### src/rtl/wavelet_synth_haar.sv
// Streaming inverse Haar stage: each (a, d) pair becomes two samples, a+d then a-d.
// Define WAVELET_SYNTH_SAT_EN to saturate results and drive sat_flag; otherwise results wrap.
module wavelet_synth_haar #(
  parameter int unsigned DATA_W = 32
) (
  input  logic                     clk,
  input  logic                     reset,
  input  logic                     in_valid,
  output logic                     in_ready,
  input  logic signed [DATA_W-1:0] approx_in,
  input  logic signed [DATA_W-1:0] detail_in,
  output logic                     out_valid,
  input  logic                     out_ready,
  output logic signed [DATA_W-1:0] recon_ecg,
  output logic                     out_phase,
  output logic                     sat_flag
);

  typedef enum logic [1:0] {StEmpty, StEven, StOdd} state_e;

  state_e             state_q, state_d;
  logic               accept;
  logic               advance;
  logic [DATA_W-1:0]  recon_q;
  logic               phase_q;
  logic [DATA_W-1:0]  odd_q;
  logic [DATA_W-1:0]  sum_fit;
  logic [DATA_W-1:0]  diff_fit;

`ifdef WAVELET_SYNTH_SAT_EN
  localparam logic [DATA_W-1:0] MaxVal = {1'b0, {(DATA_W-1){1'b1}}};
  localparam logic [DATA_W-1:0] MinVal = {1'b1, {(DATA_W-1){1'b0}}};

  logic signed [DATA_W:0] sum_w;
  logic signed [DATA_W:0] diff_w;
  logic                   sum_clip;
  logic                   diff_clip;
  logic                   sat_q;
  logic                   odd_sat_q;

  // One extra bit holds the exact result; top two bits disagree on overflow.
  always_comb begin
    sum_w     = approx_in + detail_in;
    diff_w    = approx_in - detail_in;
    sum_clip  = sum_w[DATA_W] ^ sum_w[DATA_W-1];
    diff_clip = diff_w[DATA_W] ^ diff_w[DATA_W-1];
    sum_fit   = sum_clip ? (sum_w[DATA_W] ? MinVal : MaxVal) : sum_w[DATA_W-1:0];
    diff_fit  = diff_clip ? (diff_w[DATA_W] ? MinVal : MaxVal) : diff_w[DATA_W-1:0];
  end

  always_ff @(posedge clk) begin
    if (reset) begin
      sat_q     <= 1'b0;
      odd_sat_q <= 1'b0;
    end else if (accept) begin
      sat_q     <= sum_clip;
      odd_sat_q <= diff_clip;
    end else if (advance) begin
      sat_q     <= odd_sat_q;
    end
  end

  assign sat_flag = sat_q;
`else
  always_comb begin
    sum_fit  = approx_in + detail_in;
    diff_fit = approx_in - detail_in;
  end

  assign sat_flag = 1'b0;
`endif

  // State register
  always_ff @(posedge clk) begin
    if (reset) begin
      state_q <= StEmpty;
    end else begin
      state_q <= state_d;
    end
  end

  // Next-state logic
  always_comb begin
    state_d = state_q;
    unique case (state_q)
      StEmpty: if (accept) state_d = StEven;
      StEven:  if (out_ready) state_d = StOdd;
      StOdd: begin
        if (accept) begin
          state_d = StEven;
        end else if (out_ready) begin
          state_d = StEmpty;
        end
      end
      default: state_d = StEmpty;
    endcase
  end

  // Output / handshake logic
  always_comb begin
    in_ready  = !reset && ((state_q == StEmpty) || ((state_q == StOdd) && out_ready));
    out_valid = !reset && ((state_q == StEven) || (state_q == StOdd));
    accept    = in_valid && in_ready;
    advance   = (state_q == StEven) && out_ready;
  end

  // Presented sample; held whenever neither a new pair nor the odd half is loaded.
  always_ff @(posedge clk) begin
    if (reset) begin
      recon_q <= '0;
      phase_q <= 1'b0;
      odd_q   <= '0;
    end else if (accept) begin
      recon_q <= sum_fit;
      phase_q <= 1'b0;
      odd_q   <= diff_fit;
    end else if (advance) begin
      recon_q <= odd_q;
      phase_q <= 1'b1;
    end
  end

  assign recon_ecg = recon_q;
  assign out_phase = phase_q;

endmodule

### config.mk
export PLATFORM = sky130hd
export DESIGN_NAME = wavelet_synth_haar
export DESIGN_NICKNAME = d
export VERILOG_FILES = /design/src/rtl/wavelet_synth_haar.sv
export SDC_FILE = /design/constraint.sdc
export NUM_CORES = 1
export LEC_CHECK = 0
export ABC_AREA = 1
export ABC_CLOCK_PERIOD_IN_PS = 3930
export CAP_MARGIN = 15
export CORE_UTILIZATION = 45
export CTS_CLUSTER_SIZE = 40
export DETAILED_ROUTE_END_ITERATION = 8
export PLACE_DENSITY_LB_ADDON = 0.05
export SYNTH_ARGS = -nofsm -noshare
export SYNTH_HDL_FRONTEND = slang
export SYNTH_SLANG_ARGS = --single-unit
### constraint.sdc
create_clock -name clk -period 3.93 [get_ports clk]
set_input_delay 0.786 -clock clk [delete_from_list [all_inputs] [get_ports clk]]
set_output_delay 0.786 -clock clk [all_outputs]
set_load 0.1 [all_outputs]
=== Word-level counts from Yosys, hierarchy flattened ===
Cells that the tools add are included.

* Add/sub/neg operators: 2
* Eq/ne operators: 5
* Multiplexer cells: 7
* Reductions and logical operators: 12

{| class="wikitable"
|+ Operators by type and width
! operator !! number
|-
| $mux 32 || 2
|-
| $add 32x32->32 || 1
|-
| $sub 32x32->32 || 1
|-
| $mux 2 || 4
|-
| $pmux 2 s3 || 1
|-
| $logic_and 1x1->1 || 5
|-
| $ne 2x2->1 const B || 2
|-
| $ne 3x3->1 const B || 1
|-
| $reduce_and 3->1 || 1
|-
| $eq 2x1->1 const B || 1
|-
| $eq 2x2->1 const B || 1
|-
| $logic_not 2->1 || 1
|-
| $logic_or 1x1->1 || 2
|-
| $reduce_bool 2->1 || 1
|-
| $reduce_or 2->1 || 1
|-
| $logic_not 1->1 || 1
|}

* Bits in registers: 67
* Input port bits: 68
* Output and inout port bits: 36
* Logic and storage cells: 30

=== Logic depth before layout (Yosys ltp) ===
Gate-level depths: netlist of run 1.

* Word-level depth: 7
* Mapped depth: 16
* Mapped depth without buffers: 15

=== Least setup slack after synthesis of run 1 ===
OpenSTA, ideal clock, no wires.

* Path kind: input-to-output
* Start: input port reset
* End: output port out_valid
* Arrival time: 2.415 ns
* Required time: 3.144 ns
* Slack: 0.729 ns
* Stages on the path: 3
* Buffers on the path: 2
* Path through: buf_2 -> clkbuf_1 -> nor2_1

* Cells in the longest elaborated chain, start to end: 2

{| class="wikitable"
|+ RTL lines
! what !! line !! RTL
|-
| start: declaration || 7 || <nowiki>input logic reset,</nowiki>
|-
| $logic_not 1->1 || 102 || <nowiki>out_valid = !reset && ((state_q == StEven) || (state_q == StOdd));</nowiki>
|-
| $logic_and 1x1->1 || 102 ||
|-
| end: declaration || 12 || <nowiki>output logic out_valid,</nowiki>
|}

No other way between the ends.

=== Worst setup path in the final report of run 1 ===
* Start: input port detail_in[3]
* End: register recon_q[16] (netlist: recon_ecg[16])

* Cells in the longest elaborated chain, start to end: 2

{| class="wikitable"
|+ RTL lines
! what !! line !! RTL
|-
| start: declaration || 11 || <nowiki>input logic signed [DATA_W-1:0] detail_in,</nowiki>
|-
| $add 32x32->32 || 66 || <nowiki>sum_fit = approx_in + detail_in;</nowiki>
|-
| $mux 32 || 113 || <nowiki>end else if (accept) begin</nowiki>
|-
| end signal: assignment || 114 || <nowiki>recon_q <= sum_fit;</nowiki>
|-
| end signal: assignment || 118 || <nowiki>recon_q <= odd_q;</nowiki>
|-
| end: declaration || 24 || <nowiki>logic [DATA_W-1:0] recon_q;</nowiki>
|}

No other way between the ends.
A chain may end at the register's enable or synchronous reset.

==> impl_metrics.env, run 1 <==
export IMPL_crit_type="in -> reg"
export IMPL_dr_pass1_iters=5
export IMPL_setup_viol=0
export IMPL_slew_limit_headroom_pct=34.1
export IMPL_ys_types=38
export IMPL_rows=46
export IMPL_power_density_nw_per_um2=408
export IMPL_min_period_ns=2.98
export IMPL_worstPathMaxFanout=9
export IMPL_synth_flop_cell="dfxtp_1"
export IMPL_post_cts_resized=0
export IMPL_p_switching_mw=1.79
export IMPL_fin_area_sq_um=8850
export IMPL_use_met2_pct=43.7
export IMPL_internal_power_mw=1.82
export IMPL_ant_nets=0
export IMPL_busiest_layer="met1"
export IMPL_maxClockFrequency_mhz=335
export IMPL_drt_iter0_markers=694
export IMPL_synth_area_leader_cell="nand2_1"
export IMPL_peakVddDrop_mv=0.426
export IMPL_grt_use_total_pct=31.2
export IMPL_syn_nets=1483
export IMPL_hp_start="odd_q[9]"
export IMPL_use_met3_pct=4.40
export IMPL_yosys_warnings=0
export IMPL_status="complete, no violations"
export IMPL_arrival_ns=3.18
export IMPL_vias=8486
export IMPL_worstSkewPairLatency_ns=0.33
export IMPL_holdWs_ns=0.467
export IMPL_tightest_slew_ns=0.986
export IMPL_die_w_um=131
export IMPL_syn_inst=1346
export IMPL_cp_required_ns=4.12
export IMPL_grt_use_met1_pct=49.0
export IMPL_fin_nets=1555
export IMPL_async_flop_share_pct=0
export IMPL_drc=0
export IMPL_die_h_um=131
export IMPL_cts_tree="done"
export IMPL_startpoint="detail_in[3]"
export IMPL_swShare_pct=49.5
export IMPL_sequentialPowerShare_pct=23.6
export IMPL_ys_seq_area_share_pct=17.9
export IMPL_synth_top_cell_area_share_pct=22.4
export IMPL_grt_max_degree=62
export IMPL_hold_violations=0
export IMPL_portBuffers=102
export IMPL_post_synth_top_count_cell="nand2_1"
export IMPL_totalPowerFinal_mw=3.61
export IMPL_post_drt_wl_per_cell_um=15.8
export IMPL_drive_gt1_share_pct=4.99
export IMPL_critPathCaptureType="flip-flop"
export IMPL_synthTopCellsByCount="nand2_1 (447), inv_1 (247), nand3_1 (121), a21oi_1 (99), nor2_1 (90)"
export IMPL_die_area_sq_um=17200
export IMPL_fill_cells=1751
export IMPL_hold_path_class="reg -> reg"
export IMPL_critPathLaunchType="input pin"
export IMPL_finClkSkew_ns=0.00517
export IMPL_postCtsSetupBuffers=0
export IMPL_h_tree_depth=3
export IMPL_antenna_cells=0
export IMPL_avgSynthCellArea_sq_um=5.56
export IMPL_period_share_pct=75.9
export IMPL_synth_edf_count=0
export IMPL_pwr_share_clk_pct=22.5
export IMPL_slew_violations=0
export IMPL_core_region_area_sq_um=16100
export IMPL_clk_pin_slew_ns=0.06
export IMPL_ioPinCount=104
export IMPL_utilization_pct=55.1
export IMPL_finalWeightedCongestion=1.07
export IMPL_grt_pass1_wl_um=39700
export IMPL_grt_overflow_total=0
export IMPL_cts_buffers=9
export IMPL_rsz0062_at_grt="no"
export IMPL_tns_ns=0
export IMPL_clockRootBuffer="clkbuf_16"
export IMPL_cts_buffer_depth=2
export IMPL_synthToLayoutAreaGrowth_pct=18.3
export IMPL_synth_area_sq_um=7490
export IMPL_cts_sinks=67
export IMPL_combPwrFrac_pct=53.9
export IMPL_timing_rr_start="state_q[0]"
export IMPL_avgViaCountPerCell=5.18
export IMPL_leakagePower_nw=4.56
export IMPL_hpwl_um=21900
export IMPL_grt_pass1_vias=7316
export IMPL_yosys_register_bits=67
export IMPL_cap_violations=0
export IMPL_ctsHoldBuffers=0
export IMPL_wl_um=25900
export IMPL_synth_area_leaders="nand2_1 (22%), dfxtp_1 (18%), inv_1 (12%)"
export IMPL_antenna_found_initial=1
export IMPL_initial_utilization_pct=46.6
export IMPL_dpl_cell_area_sq_um=8550
==> final cells by class <==
class	count	area, sq um	area share [%]
Multi-Input combinational cell	967	4880	55.1
Sequential cell	67	1340	15.2
Timing Repair Buffer	107	1060	12.0
Inverter	266	1000	11.3
Tap cell	216	270	3.05
Clock buffer	10	239	2.70
Clock inverter	6	63.8	0.721
==> stage by stage <==
stage,setup WS [ns],cells
floorplan,0.729,1346
global placement,0.654,1623
detailed placement,0.666,1623
CTS,0.983,1639
global route,0.786,1639
finish,0.946,1639
==> kinds of logic (layout without fill, tap and decap cells) <==
family          count (synthesis)  in the layout  synth area share [%]
fa+ha+maj                      69             69                  11.7
compound gates                187            187                  13.6
other cells                     1              1                0.0501
xor+xnor                        2              2                 0.234
flops                          67             67                  17.9
simple gates                  708            708                  39.5
buf+inv                       312            389                  16.9
==> power groups by stage <==
stage	combinational (mW)	clock [mW]	sequential, mW
global route	2.12	0.847	0.867
floorplan	0.990	0	1.29
CTS	1.93	0.817	0.852
finish	1.95	0.811	0.852
global placement	1.92	0	0.864
detailed placement	1.92	0	0.865
==> state kept, by name, summed over array words and instances (netlist names) <==
register   count
state_q        2
recon_ecg     32
out_phase      1
odd_q         32
==> layer usage <==
| metal | share of wire (%) | up-vias |
|---|---|---|
| li1 | - | 4323 |
| met1 | 51 | 3817 |
| met2 | 39 | 316 |
| met3 | 7.5 | 28 |
| met4 | 1.6 | 2 |
| met5 | 0.050 | - |
==> final timing paths <==
kind	slack [ns]	end	cells after the start
setup reg to reg	1.31	recon_ecg[22]	14
setup / recovery	0.95	recon_ecg[16]	12
hold / removal	0.47	odd_q[9]	2
hold reg to reg	0.47	odd_q[9]	2
==> cell usage in the layout, fill, tap and decap left out, types with 7 or more instances in the layout <==
cell,n
a31oi_1,14
o21bai_1,10
a21oi_1,99
inv_2,16
nand3_1,121
nor3_1,13
clkdlybuf4s50_1,99
inv_1,247
nand4_1,11
o21ai_0,50
nor2_2,8
ha_1,67
nand2_1,447
dfxtp_1,67
a21oi_2,7
nor2_1,90
clkbuf_16,9
==> worst max-delay path: stages <==
cell and delay (ns):
clkdlybuf4s50_1 0.48, inv_1 0.05, ha_1 0.45, inv_1 0.13
nand2_1 0.10, nand3_1 0.20, nand2_1 0.11, nand2_1 0.13
nand2_1 0.09, nand3_1 0.08, o21ai_0 0.44, a21oi_1 0.12
No activity file was read; power rests on OpenSTA's default activity.
==> run 2: changes to the inputs <==
- ABC_CLOCK_PERIOD_IN_PS: 3930 -> 3000
- clock period: 3.93 -> 3 ns (I/O delays scaled with it)
==> run 2 against run 1 <==
  * The flow now finishes with violations (design-rule violations)
  * Critical path type unchanged
  * Via count grew 0.40%
  * Non-clock buffer count grew 44
  * Count of clock-buffer cells in the layout is the same
  * Sequential share of layout area shrank 0.53 points
  * Routed wire length shrank 1.5%
  * Combinational power grew 34%
==> impl_metrics.env, run 2 (same netlist as run 1, synthesis figures left out) <==
export IMPL_status="finished with violations"
export IMPL_violations="design-rule violations"
export IMPL_core_region_area_sq_um=16100
export IMPL_portBuffers=102
export IMPL_leakagePower_nw=4.87
export IMPL_tns_ns=0
export IMPL_final_cell_mix="nand2_1 (447), inv_1 (247), nand3_1 (121)"
export IMPL_cts_tree="done"
export IMPL_maxClockFrequency_mhz=376
export IMPL_finClkSkew_ns=0.00523
export IMPL_cts_buffer_depth=2
export IMPL_finalWeightedCongestion=0.967
export IMPL_hold_path_class="reg -> reg"
export IMPL_period_share_pct=88.7
export IMPL_worstSkewPairLatency_ns=0.33
export IMPL_ctsHoldBuffers=0
export IMPL_clk_pin_slew_ns=0.06
export IMPL_slew_violations=0
export IMPL_ant_nets=0
export IMPL_antenna_cells=0
export IMPL_peakVddDrop_mv=0.555
export IMPL_grt_pass1_vias=7500
export IMPL_worstPathMaxFanout=9
export IMPL_min_period_ns=2.66
export IMPL_antenna_found_initial=0
export IMPL_cts_buffers=9
export IMPL_fin_nets=1599
export IMPL_fill_cells=1688
export IMPL_rrSetupSlack_ns=0.73
export IMPL_critPathLaunchType="input pin"
export IMPL_ioPinCount=104
export IMPL_initial_utilization_pct=46.6
export IMPL_sequentialPowerShare_pct=22.5
export IMPL_post_drt_wl_per_cell_um=15.2
export IMPL_tightest_slew_ns=0.665
export IMPL_startpoint="detail_in[21]"
export IMPL_dr_pass1_iters=9
export IMPL_postCtsSetupBuffers=0
export IMPL_multi_input_area_sq_um=4880
export IMPL_slew_limit_headroom_pct=55.7
export IMPL_p_switching_mw=2.35
export IMPL_hold_violations=0
export IMPL_grt_max_degree=62
export IMPL_endpoint="recon_ecg[25]"
export IMPL_r2r_end="recon_ecg[19]"
export IMPL_r2r_cells=13
export IMPL_drt_iter0_markers=709
export IMPL_hpwl_um=21500
export IMPL_setup_viol=0
export IMPL_pwr_share_clk_pct=24.8
export IMPL_cap_violations=0
export IMPL_wl_um=25500
export IMPL_grt_use_total_pct=30.7
export IMPL_avgViaCountPerCell=5.06
export IMPL_grt_overflow_total=0
export IMPL_drive_gt1_share_pct=10.1
export IMPL_final_common_cell="nand2_1"
export IMPL_internal_power_mw=2.62
export IMPL_holdWs_ns=0.468
export IMPL_seqCellArea_sq_um=1340
export IMPL_arrival_ns=2.92
export IMPL_clockRootBuffer="clkbuf_16"
export IMPL_grt_pass1_wl_um=39500
export IMPL_final_cells=1683
export IMPL_dp_cells=1667
export IMPL_die_h_um=131
export IMPL_post_cts_resized=0
export IMPL_die_w_um=131
export IMPL_rows=46
export IMPL_vias=8520
export IMPL_power_density_nw_per_um2=542
export IMPL_timing_rr_start="state_q[0]"
export IMPL_die_area_sq_um=17200
export IMPL_h_tree_depth=3
export IMPL_crit_type="in -> reg"
export IMPL_cp_required_ns=3.25
export IMPL_cts_sinks=67
export IMPL_drc=1
export IMPL_synthToLayoutAreaGrowth_pct=22.5
export IMPL_critPathCaptureType="flip-flop"
export IMPL_swShare_pct=47.3
export IMPL_rsz0062_at_grt="no"
export IMPL_combPwrFrac_pct=52.6
-- run 2: metrics by stage --
step	setup slack (ns)	cell area (sq um)	util (%)	total power [mW]
after global placement	0.0811	8820	54.9	3.71
after global routing	0.143	9170	57.1	5.26
after CTS	0.373	9170	57.1	4.96
after detailed placement	0.0530	8820	54.9	3.72
after floorplan	0.171	7490	-	2.99
final	0.338	9170	57.1	4.97
-- run 2: final cells by class --
type / instances / share of cell area (%)
clock buffer: 10 / 2.61
clock inverter: 6 / 1.23
inverter: 266 / 10.9
multi-input combinational: 967 / 53.2
sequential: 67 / 14.6
tap: 216 / 2.95
timing repair buffer: 151 / 14.5
-- run 2: layer usage --
metal / global-route usage (%) / vias up / part of all wire (%) / routed length [um]
li1: - / 4412 / - / -
met5: 0 / - / 0 / 0
met3: 4.68 / 23 / 8.3 / 2130
met2: 42.8 / 297 / 38 / 9770
met1: 48.4 / 3788 / 52 / 13300
met4: 6.29 / 0 / 1.4 / 354
-- run 2: worst max-delay path, stage by stage --
cell	delay, ns
clkdlybuf4s50_1	0.47
inv_1	0.04
ha_1	0.40
nor2_1	0.28
nand2_1	0.13
nor3_1	0.31
nand3_1	0.18
nand3_1	0.12
nand3_1	0.19
a21oi_1	0.19
-- run 2: how the worst min path moves through the flow --
stage                     startpoint   endpoint  slack (ns)  cells past startpoint
after floorplan            odd_q[10]  odd_q[10]        0.44                      2
after global placement      odd_q[8]   odd_q[8]        0.45                      2
after detailed placement    odd_q[7]   odd_q[7]        0.46                      2
after CTS                   odd_q[7]   odd_q[7]        0.47                      2
after global routing        odd_q[5]   odd_q[5]        0.48                      2
final                       odd_q[9]   odd_q[9]        0.47                      2
-- run 2: power by group through the flow --
stage	clock network (mW)	logic, mW	registers [mW]
after floorplan	0	1.30	1.69
after global placement	0	2.58	1.13
after detailed placement	0	2.58	1.14
after CTS	1.24	2.59	1.12
after global routing	1.28	2.85	1.14
final	1.24	2.62	1.12
